[src/rtl/axi_decoder.sv]
// ---------------------------------------------------------------------------
// axi_decoder
// Routes one upstream AXI4-Lite slave port to one of two downstream master
// ports. The decode is a base/mask match. When an address hits both
// windows, m0 is used.
//
// The write and read paths are two independent FSMs. Each path holds at
// most one outstanding transaction.
//
// Optional feature macro: AXI_DECODER_DECERR_EN
//   - Defined: the decoder answers an unmapped transaction itself with
//     DECERR (2'b11). No downstream port sees any traffic for it.
//   - Undefined: an unmapped address is sent to m1, the default slave.
//
// Ports
//   clk, reset      : clock, asynchronous active-high reset
//   s_aw*/s_w*/s_b* : upstream write address / data / response
//   s_ar*/s_r*      : upstream read address / data
//   m0_*, m1_*      : downstream AXI4-Lite master ports, one per slave
// ---------------------------------------------------------------------------
module axi_decoder #(
  parameter int                ADDR_W  = 32,
  parameter int                DATA_W  = 32,
  parameter logic [ADDR_W-1:0] M0_BASE = 32'h0000_0000,
  parameter logic [ADDR_W-1:0] M0_MASK = 32'hFFFF_0000,
  parameter logic [ADDR_W-1:0] M1_BASE = 32'h0001_0000,
  parameter logic [ADDR_W-1:0] M1_MASK = 32'hFFFF_0000
) (
  input  logic                clk,
  input  logic                reset,
  // upstream
  input  logic                s_awvalid,
  input  logic [ADDR_W-1:0]   s_awaddr,
  output logic                s_awready,
  input  logic                s_wvalid,
  input  logic [DATA_W-1:0]   s_wdata,
  input  logic [DATA_W/8-1:0] s_wstrb,
  output logic                s_wready,
  output logic                s_bvalid,
  output logic [1:0]          s_bresp,
  input  logic                s_bready,
  input  logic                s_arvalid,
  input  logic [ADDR_W-1:0]   s_araddr,
  output logic                s_arready,
  output logic                s_rvalid,
  output logic [DATA_W-1:0]   s_rdata,
  output logic [1:0]          s_rresp,
  input  logic                s_rready,
  // downstream port 0
  output logic                m0_awvalid,
  output logic [ADDR_W-1:0]   m0_awaddr,
  input  logic                m0_awready,
  output logic                m0_wvalid,
  output logic [DATA_W-1:0]   m0_wdata,
  output logic [DATA_W/8-1:0] m0_wstrb,
  input  logic                m0_wready,
  input  logic                m0_bvalid,
  input  logic [1:0]          m0_bresp,
  output logic                m0_bready,
  output logic                m0_arvalid,
  output logic [ADDR_W-1:0]   m0_araddr,
  input  logic                m0_arready,
  input  logic                m0_rvalid,
  input  logic [DATA_W-1:0]   m0_rdata,
  input  logic [1:0]          m0_rresp,
  output logic                m0_rready,
  // downstream port 1
  output logic                m1_awvalid,
  output logic [ADDR_W-1:0]   m1_awaddr,
  input  logic                m1_awready,
  output logic                m1_wvalid,
  output logic [DATA_W-1:0]   m1_wdata,
  output logic [DATA_W/8-1:0] m1_wstrb,
  input  logic                m1_wready,
  input  logic                m1_bvalid,
  input  logic [1:0]          m1_bresp,
  output logic                m1_bready,
  output logic                m1_arvalid,
  output logic [ADDR_W-1:0]   m1_araddr,
  input  logic                m1_arready,
  input  logic                m1_rvalid,
  input  logic [DATA_W-1:0]   m1_rdata,
  input  logic [1:0]          m1_rresp,
  output logic                m1_rready
);

  typedef enum logic [1:0] {W_IDLE, W_FWD, W_RESP} w_state_t;
  typedef enum logic [1:0] {R_IDLE, R_FWD, R_RESP} r_state_t;
  typedef enum logic [1:0] {SEL_M0, SEL_M1, SEL_ERR} sel_t;

  // m0 is checked first, so an overlap of the two windows resolves to m0.
  function automatic sel_t decode(input logic [ADDR_W-1:0] addr);
    if ((addr & M0_MASK) == M0_BASE) return SEL_M0;
    if ((addr & M1_MASK) == M1_BASE) return SEL_M1;
`ifdef AXI_DECODER_DECERR_EN
    return SEL_ERR;
`else
    return SEL_M1;
`endif
  endfunction

  w_state_t          w_state_reg, w_state_next;
  r_state_t          r_state_reg, r_state_next;
  sel_t              w_sel_reg, r_sel_reg;
  logic [ADDR_W-1:0] awaddr_reg, araddr_reg;
  logic              aw_done_reg, w_done_reg;
  logic              aw_hs, w_hs;

  // Address and write data go to both ports unqualified.
  // Only the valid signals are steered to the selected port.
  assign m0_awaddr = awaddr_reg;
  assign m1_awaddr = awaddr_reg;
  assign m0_araddr = araddr_reg;
  assign m1_araddr = araddr_reg;
  assign m0_wdata  = s_wdata;
  assign m1_wdata  = s_wdata;
  assign m0_wstrb  = s_wstrb;
  assign m1_wstrb  = s_wstrb;

  // ---------------- write path ----------------
  always_ff @(posedge clk or posedge reset) begin
    if (reset) begin
      w_state_reg <= W_IDLE;
      w_sel_reg   <= SEL_M0;
      awaddr_reg  <= '0;
      aw_done_reg <= 1'b0;
      w_done_reg  <= 1'b0;
    end else begin
      w_state_reg <= w_state_next;
      if (w_state_reg == W_IDLE && s_awvalid) begin
        awaddr_reg  <= s_awaddr;
        w_sel_reg   <= decode(s_awaddr);
        aw_done_reg <= 1'b0;
        w_done_reg  <= 1'b0;
      end else if (w_state_reg == W_FWD) begin
        if (aw_hs) aw_done_reg <= 1'b1;
        if (w_hs)  w_done_reg  <= 1'b1;
      end
    end
  end

  always_comb begin
    w_state_next = w_state_reg;
    aw_hs        = 1'b0;
    w_hs         = 1'b0;
    s_awready    = 1'b0;
    s_wready     = 1'b0;
    s_bvalid     = 1'b0;
    s_bresp      = 2'b00;
    m0_awvalid   = 1'b0;
    m0_wvalid    = 1'b0;
    m0_bready    = 1'b0;
    m1_awvalid   = 1'b0;
    m1_wvalid    = 1'b0;
    m1_bready    = 1'b0;
    case (w_state_reg)
      W_IDLE: begin
        s_awready = 1'b1;
        if (s_awvalid) w_state_next = W_FWD;
      end
      W_FWD: begin
        // AW and W complete independently. The done flags keep each
        // channel from issuing a second beat while it waits for the other.
        case (w_sel_reg)
          SEL_M0: begin
            m0_awvalid = !aw_done_reg;
            m0_wvalid  = s_wvalid && !w_done_reg;
            s_wready   = m0_wready && !w_done_reg;
            aw_hs      = !aw_done_reg && m0_awready;
          end
          SEL_M1: begin
            m1_awvalid = !aw_done_reg;
            m1_wvalid  = s_wvalid && !w_done_reg;
            s_wready   = m1_wready && !w_done_reg;
            aw_hs      = !aw_done_reg && m1_awready;
          end
          default: begin
            // Unmapped: there is no downstream AW, and one W beat is sunk.
            aw_hs    = !aw_done_reg;
            s_wready = !w_done_reg;
          end
        endcase
        w_hs = s_wvalid && s_wready;
        if ((aw_done_reg || aw_hs) && (w_done_reg || w_hs)) w_state_next = W_RESP;
      end
      W_RESP: begin
        case (w_sel_reg)
          SEL_M0: begin
            s_bvalid  = m0_bvalid;
            s_bresp   = m0_bresp;
            m0_bready = s_bready;
          end
          SEL_M1: begin
            s_bvalid  = m1_bvalid;
            s_bresp   = m1_bresp;
            m1_bready = s_bready;
          end
          default: begin
            s_bvalid = 1'b1;
            s_bresp  = 2'b11;
          end
        endcase
        if (s_bvalid && s_bready) w_state_next = W_IDLE;
      end
      default: w_state_next = W_IDLE;
    endcase
  end

  // ---------------- read path ----------------
  always_ff @(posedge clk or posedge reset) begin
    if (reset) begin
      r_state_reg <= R_IDLE;
      r_sel_reg   <= SEL_M0;
      araddr_reg  <= '0;
    end else begin
      r_state_reg <= r_state_next;
      if (r_state_reg == R_IDLE && s_arvalid) begin
        araddr_reg <= s_araddr;
        r_sel_reg  <= decode(s_araddr);
      end
    end
  end

  always_comb begin
    r_state_next = r_state_reg;
    s_arready    = 1'b0;
    s_rvalid     = 1'b0;
    s_rdata      = '0;
    s_rresp      = 2'b00;
    m0_arvalid   = 1'b0;
    m0_rready    = 1'b0;
    m1_arvalid   = 1'b0;
    m1_rready    = 1'b0;
    case (r_state_reg)
      R_IDLE: begin
        s_arready = 1'b1;
        // An unmapped read has nothing to forward, so it goes straight to
        // the response state.
        if (s_arvalid)
          r_state_next = (decode(s_araddr) == SEL_ERR) ? R_RESP : R_FWD;
      end
      R_FWD: begin
        case (r_sel_reg)
          SEL_M0: begin
            m0_arvalid = 1'b1;
            if (m0_arready) r_state_next = R_RESP;
          end
          SEL_M1: begin
            m1_arvalid = 1'b1;
            if (m1_arready) r_state_next = R_RESP;
          end
          default: r_state_next = R_RESP;
        endcase
      end
      R_RESP: begin
        case (r_sel_reg)
          SEL_M0: begin
            s_rvalid  = m0_rvalid;
            s_rdata   = m0_rdata;
            s_rresp   = m0_rresp;
            m0_rready = s_rready;
          end
          SEL_M1: begin
            s_rvalid  = m1_rvalid;
            s_rdata   = m1_rdata;
            s_rresp   = m1_rresp;
            m1_rready = s_rready;
          end
          default: begin
            s_rvalid = 1'b1;
            s_rresp  = 2'b11;
          end
        endcase
        if (s_rvalid && s_rready) r_state_next = R_IDLE;
      end
      default: r_state_next = R_IDLE;
    endcase
  end

endmodule

[config.mk]
export PLATFORM = sky130hd
export DESIGN_NAME = axi_decoder
export DESIGN_NICKNAME = d
export VERILOG_FILES = /design/src/rtl/axi_decoder.sv
export SDC_FILE = /design/constraint.sdc
export NUM_CORES = 1
export LEC_CHECK = 0
export BUFFER_PORTS_ARGS = -buffer_cell sky130_fd_sc_hd__buf_2
export CAP_MARGIN = 10
export CORE_AREA = 2 2 172 174
export DETAILED_ROUTE_END_ITERATION = 12
export DIE_AREA = 0 0 174 176
export PLACE_DENSITY = 0.4
export SYNTH_ARGS = -nofsm -noshare
export SYNTH_HDL_FRONTEND = slang
export SYNTH_SLANG_ARGS = --single-unit
[constraint.sdc]
create_clock -name clk -period 2.3 [get_ports clk]
set_input_delay 0.23 -clock clk [delete_from_list [all_inputs] [get_ports clk]]
set_output_delay 0.23 -clock clk [all_outputs]
set_load 0.02 [all_outputs]
# Word-level counts from Yosys, hierarchy flattened
# Index checks and enable logic that the tools add are counted.
[totals] input_bits=189 output_inout_bits=251 register_bits=74 wordCells=137
[classes] n_eq_ne=16 n_reduce_logical=28 n_mux=85
[op_table] op="$logic_not 32->1" count=2
[op_table] op="$pmux 32 s2" count=1
[op_table] op="$mux 1" count=52
[op_table] op="$mux 2" count=22
[op_table] op="$eq 16x1->1 const B" count=2
[op_table] op="$mux 32" count=1
[op_table] op="$pmux 2 s2" count=3
[op_table] op="$pmux 2 s3" count=2
[op_table] op="$logic_and 1x1->1" count=11
[op_table] op="$eq 2x1->1 const B" count=4
[op_table] op="$logic_not 2->1" count=4
[op_table] op="$ne 2x2->1 const B" count=4
[op_table] op="$pmux 1 s2" count=4
[op_table] op="$eq 2x2->1 const B" count=3
[op_table] op="$ne 3x3->1 const B" count=2
[op_table] op="$reduce_bool 2->1" count=3
[op_table] op="$reduce_and 2->1" count=2
[op_table] op="$reduce_and 4->1" count=1
[op_table] op="$reduce_and 3->1" count=1
[op_table] op="$logic_not 1->1" count=2
[op_table] op="$logic_or 1x1->1" count=2
[op_table] op="$ne 2x1->1 const B" count=1

# Longest topological paths before layout
[depth] depth_word=15 mapped_depth=5 ltp_nobuf=3

# Worst setup path before layout
# OpenSTA, ideal clock, no wires.
[synth_timing] path_type="register to output" start="register w_sel_reg[0]" end="output m0_wvalid" path_slack_ns=0.779 path_stages_with_launch=3 t_arrival_ns=1.291 required_time_ns=2.070 path_cell_list="dfrtp_1 -> buf_2 -> nor4_1"
[synth_between] elab_chain_cells=3
[synth_lines] item="from (decl)" line_no="104" source="sel_t w_sel_reg, r_sel_reg;"
[synth_lines] item="from (signal assigned)" line_no="132" source="w_sel_reg <= decode(s_awaddr);"
[synth_lines] item="$logic_not 2->1" line_no="164" source="case (w_sel_reg)"
[synth_lines] item="$mux 1" line_no="164"
[synth_lines] item="$mux 1" line_no="156" source="case (w_state_reg)"
[synth_lines] item="to (decl)" line_no="53" source="output logic m0_wvalid,"
# No other way between the ends.

# Final worst setup path
[layout_timing] start="register r_sel_reg[0]" end="output s_rdata[1]"
[layout_between] elab_chain_cells=3
[layout_lines] item="from (decl)" line_no="104"
[layout_lines] item="from (signal assigned)" line_no="219" source="r_sel_reg <= decode(s_araddr);"
[layout_lines] item="$eq 2x1->1 or $logic_not 2->1 (tied branches)" line_no="256" source="case (r_sel_reg)"
[layout_lines] item="$pmux 32 s2 *" line_no="256"
[layout_lines] item="$mux 32 *" line_no="234" source="case (r_state_reg)"
[layout_lines] item="to (decl)" line_no="46" source="output logic [DATA_W-1:0] s_rdata,"
# Every way passes the cells marked *; elsewhere a longest branch is shown, timed or not.

==> impl_metrics.py <==
metrics = {
    "status": {
        "status": "finished clean",
    },
    "setup_path": {
        "worstPathMaxFanout": 24,
        "cpPeakStageDelay_ns": 0.79,
        "crit_slowest_cell": "dfrtp_2",
        "cp.arrival_ns": 1.86,
        "cp-end-kind": "primary output",
        "startpoint_type": "flop",
        "crit_chain": "buf_12 -> mux2i_1 -> nor2_1 -> buf_2",
        "worstSetupPathType": "reg -> out",
        "crit_required_ns": 2.07,
    },
    "routing": {
        "vias": 3574,
        "postRouteAntennaNets": 0,
        "first_iter_violations": 112,
        "drcViolationCount": 0,
        "routedWlPerCell_um": 15.4,
        "dr.pass1.iters": 4,
        "finalWirelength_um": 15500,
        "via_per_inst": 3.54,
    },
    "sta": {
        "hold_violations": 0,
        "fmax_ghz": 0.479,
        "timing.setup.tns_ns": 0,
        "layout_min_cycle_time_ns": 2.09,
        "holdWs_ns": 0.121,
        "slew_headroom_pct": 56.3,
        "setup-violations-final": 0,
        "rsz0062_at_grt": "no",
        "min_period_over_period_pct": 90.8,
        "tightestPinTransition_ns": 0.656,
        "drv_slew": 0,
        "fin_skew_ns": 0.0112,
    },
    "place": {
        "hpwl_um": 12700,
        "io_buffers": 331,
        "place.gp.congestion": 0.749,
        "placed_cell_area_um2": 5760,
        "dp_cells": 992,
    },
    "synth": {
        "synth_fp_nets": 613,
        "synth.avg_cell_area_um2": 11.1,
        "synthCells": 424,
        "synth_warnings": 0,
        "ys_seq_area_share_pct": 38.4,
        "ys_types": 31,
        "ys_seq_elements": 72,
        "syn_area_um2": 4690,
    },
    "global_route": {
        "grt-ovfl-total": 0,
        "track_usage_pct": 9.79,
        "grt_max_degree": 56,
        "grt_pass1_wl_um": 22400,
        "grt_pass1_vias": 3712,
        "antenna_found_initial": 0,
    },
    "floorplanning": {
        "fp.dieH_um": 176,
        "row_count": 62,
        "core_area_um2": 28500,
        "die_w_um": 174,
        "design.die.area_um2": 30600,
        "io_pins": 440,
        "start_util_pct": 16.4,
    },
    "pwr": {
        "peakVddDrop_v": 0.000444,
        "power_density_nw_per_um2": 1450,
        "seqPwrFrac_pct": 27.3,
        "p_leak_nw": 3.38,
        "power.internal_mw": 4.77,
        "clkPwrFrac_pct": 17.6,
        "p_comb_share_pct": 55.1,
        "switching_share_pct": 46.0,
        "p_sw_mw": 4.07,
    },
    "cells_and_area": {
        "layout.cells.most_common": "buf_2",
        "final_core_util_pct": 21.3,
        "final_area_um2": 6090,
        "final_cell_count_no_fill": 1009,
        "multiInputGateArea_um2": 1700,
        "syn_to_final_growth_pct": 29.7,
        "final_cell_mix": "buf_2, dfrtp_1, nor2_1, mux2i_1, mux2_4",
        "drive_gt1_share_pct": 65.4,
        "num_antenna_cells": 0,
        "nets": 809,
        "n_fill_cell": 3216,
        "regArea_um2": 1800,
    },
    "clock_network": {
        "clkTransAtPathRegs_ns": 0.07,
        "clk_latency_ns": 0.34,
        "cts-resized-gates": 0,
        "cts_tree": "built",
        "cts_buffers": 9,
        "cts_root_buf": "clkbuf_16",
        "cts_sinks": 72,
        "cts_max_level": 3,
        "clock_path_buffers": 2,
    },
    "job": {
        "cap_violations": 0,
    },
    "hold_path": {
        "hold_path.class": "in -> reg",
    },
}
metrics by stage:
stage                     setup WS [ns]  power, mW
final                             0.212       8.85
after floorplan                   0.245       6.57
after global routing             0.0989       9.41
after detailed placement          0.558       7.41
after global placement            0.552       7.42
after CTS                         0.172       9.06
power by group through the flow:
stage | logic [mW] | registers, mW | clock network [mW]
2_1_floorplan | 3.50 | 3.08 | 0
3_3_place_gp | 4.97 | 2.45 | 0
3_5_place_dp | 4.96 | 2.45 | 0
4_1_cts | 4.97 | 2.44 | 1.66
5_1_grt | 5.18 | 2.53 | 1.70
6_report | 4.88 | 2.41 | 1.56
per-layer routing:
| metal | global-route usage (%) | vias to the layer above | routed length (µm) |
|---|---|---|---|
| met1 | 10.8 | 1608 | 5800 |
| met3 | 3.45 | 11 | 1500 |
| met4 | 2.77 | 0 | 165 |
| met5 | 0 | - | 0 |
| li1 | - | 1677 | - |
| met2 | 17.8 | 278 | 8060 |
worst paths after layout:
path	start	endpoint	slack, ns	cells past startpoint
setup / recovery	r_sel_reg[0]	s_rdata[1]	0.21	4
hold / removal	s_araddr[8]	m0_araddr[8]	0.12	2
setup reg to reg	r_sel_reg[0]	r_state_reg[0]	0.71	4
hold reg to reg	r_state_reg[1]	r_state_reg[0]	0.51	1
max in group asynchronous	reset	m0_araddr[17]	1.25	4
min in group asynchronous	reset	m0_araddr[8]	0.40	3
layout make-up:
| cell class | count | share of cell area, % |
|---|---|---|
| clock buffer | 10 | 3.76 |
| inverter | 6 | 0.391 |
| tap | 384 | 7.89 |
| sequential | 72 | 29.6 |
| multi-input combinational | 192 | 28.0 |
| timing repair buffer | 339 | 28.9 |
| clock inverter | 6 | 1.52 |
synthesized netlist by cell type (all sizes together):
| cell type | n | area share [%] |
|---|---|---|
| nor3 | 4 | 0.43 |
| buf | 152 | 25 |
| o21ai | 3 | 0.32 |
| a21oi | 4 | 0.43 |
| a211oi | 1 | 0.16 |
| nor2 | 46 | 3.7 |
| clkbuf | 2 | 0.16 |
| and3 | 2 | 0.27 |
| and2 | 1 | 0.19 |
| o2bb2ai | 1 | 0.19 |
| nand3b | 1 | 0.16 |
| mux2 | 65 | 18 |
| nand2b | 3 | 0.40 |
| and4b | 1 | 0.21 |
| o21bai | 1 | 0.16 |
| and4 | 1 | 0.19 |
| inv | 6 | 0.48 |
| nand4 | 1 | 0.13 |
| dfrtp | 72 | 38 |
| nor3b | 3 | 0.59 |
| nor4 | 9 | 1.2 |
| nor2b | 2 | 0.27 |
| mux2i | 42 | 9.0 |
| or2b | 1 | 0.16 |
logic make-up (layout without fill, tap and decap cells):
group	count (synthesis)	after routing	share of synthesized area (%)
simple gates	75	75	7.92
flops	72	72	38.4
mux	107	107	26.9
buf+inv	160	361	25.5
compound gates	10	10	1.25
worst max-delay path, delay by kind of cell, from the launching register on:
kind / cells / cell delay (ns)
buffers and inverters: 2 / 0.42
flip-flops: 1 / 0.79
multiplexers: 1 / 0.21
AND/OR/NAND/NOR: 1 / 0.07
repair_timing:
action	4_1_cts	5_1_grt
hold buffers	1	0
hold endpoints to repair	17	0
setup buffers	0	0
Power figures use the tool's default switching activity.
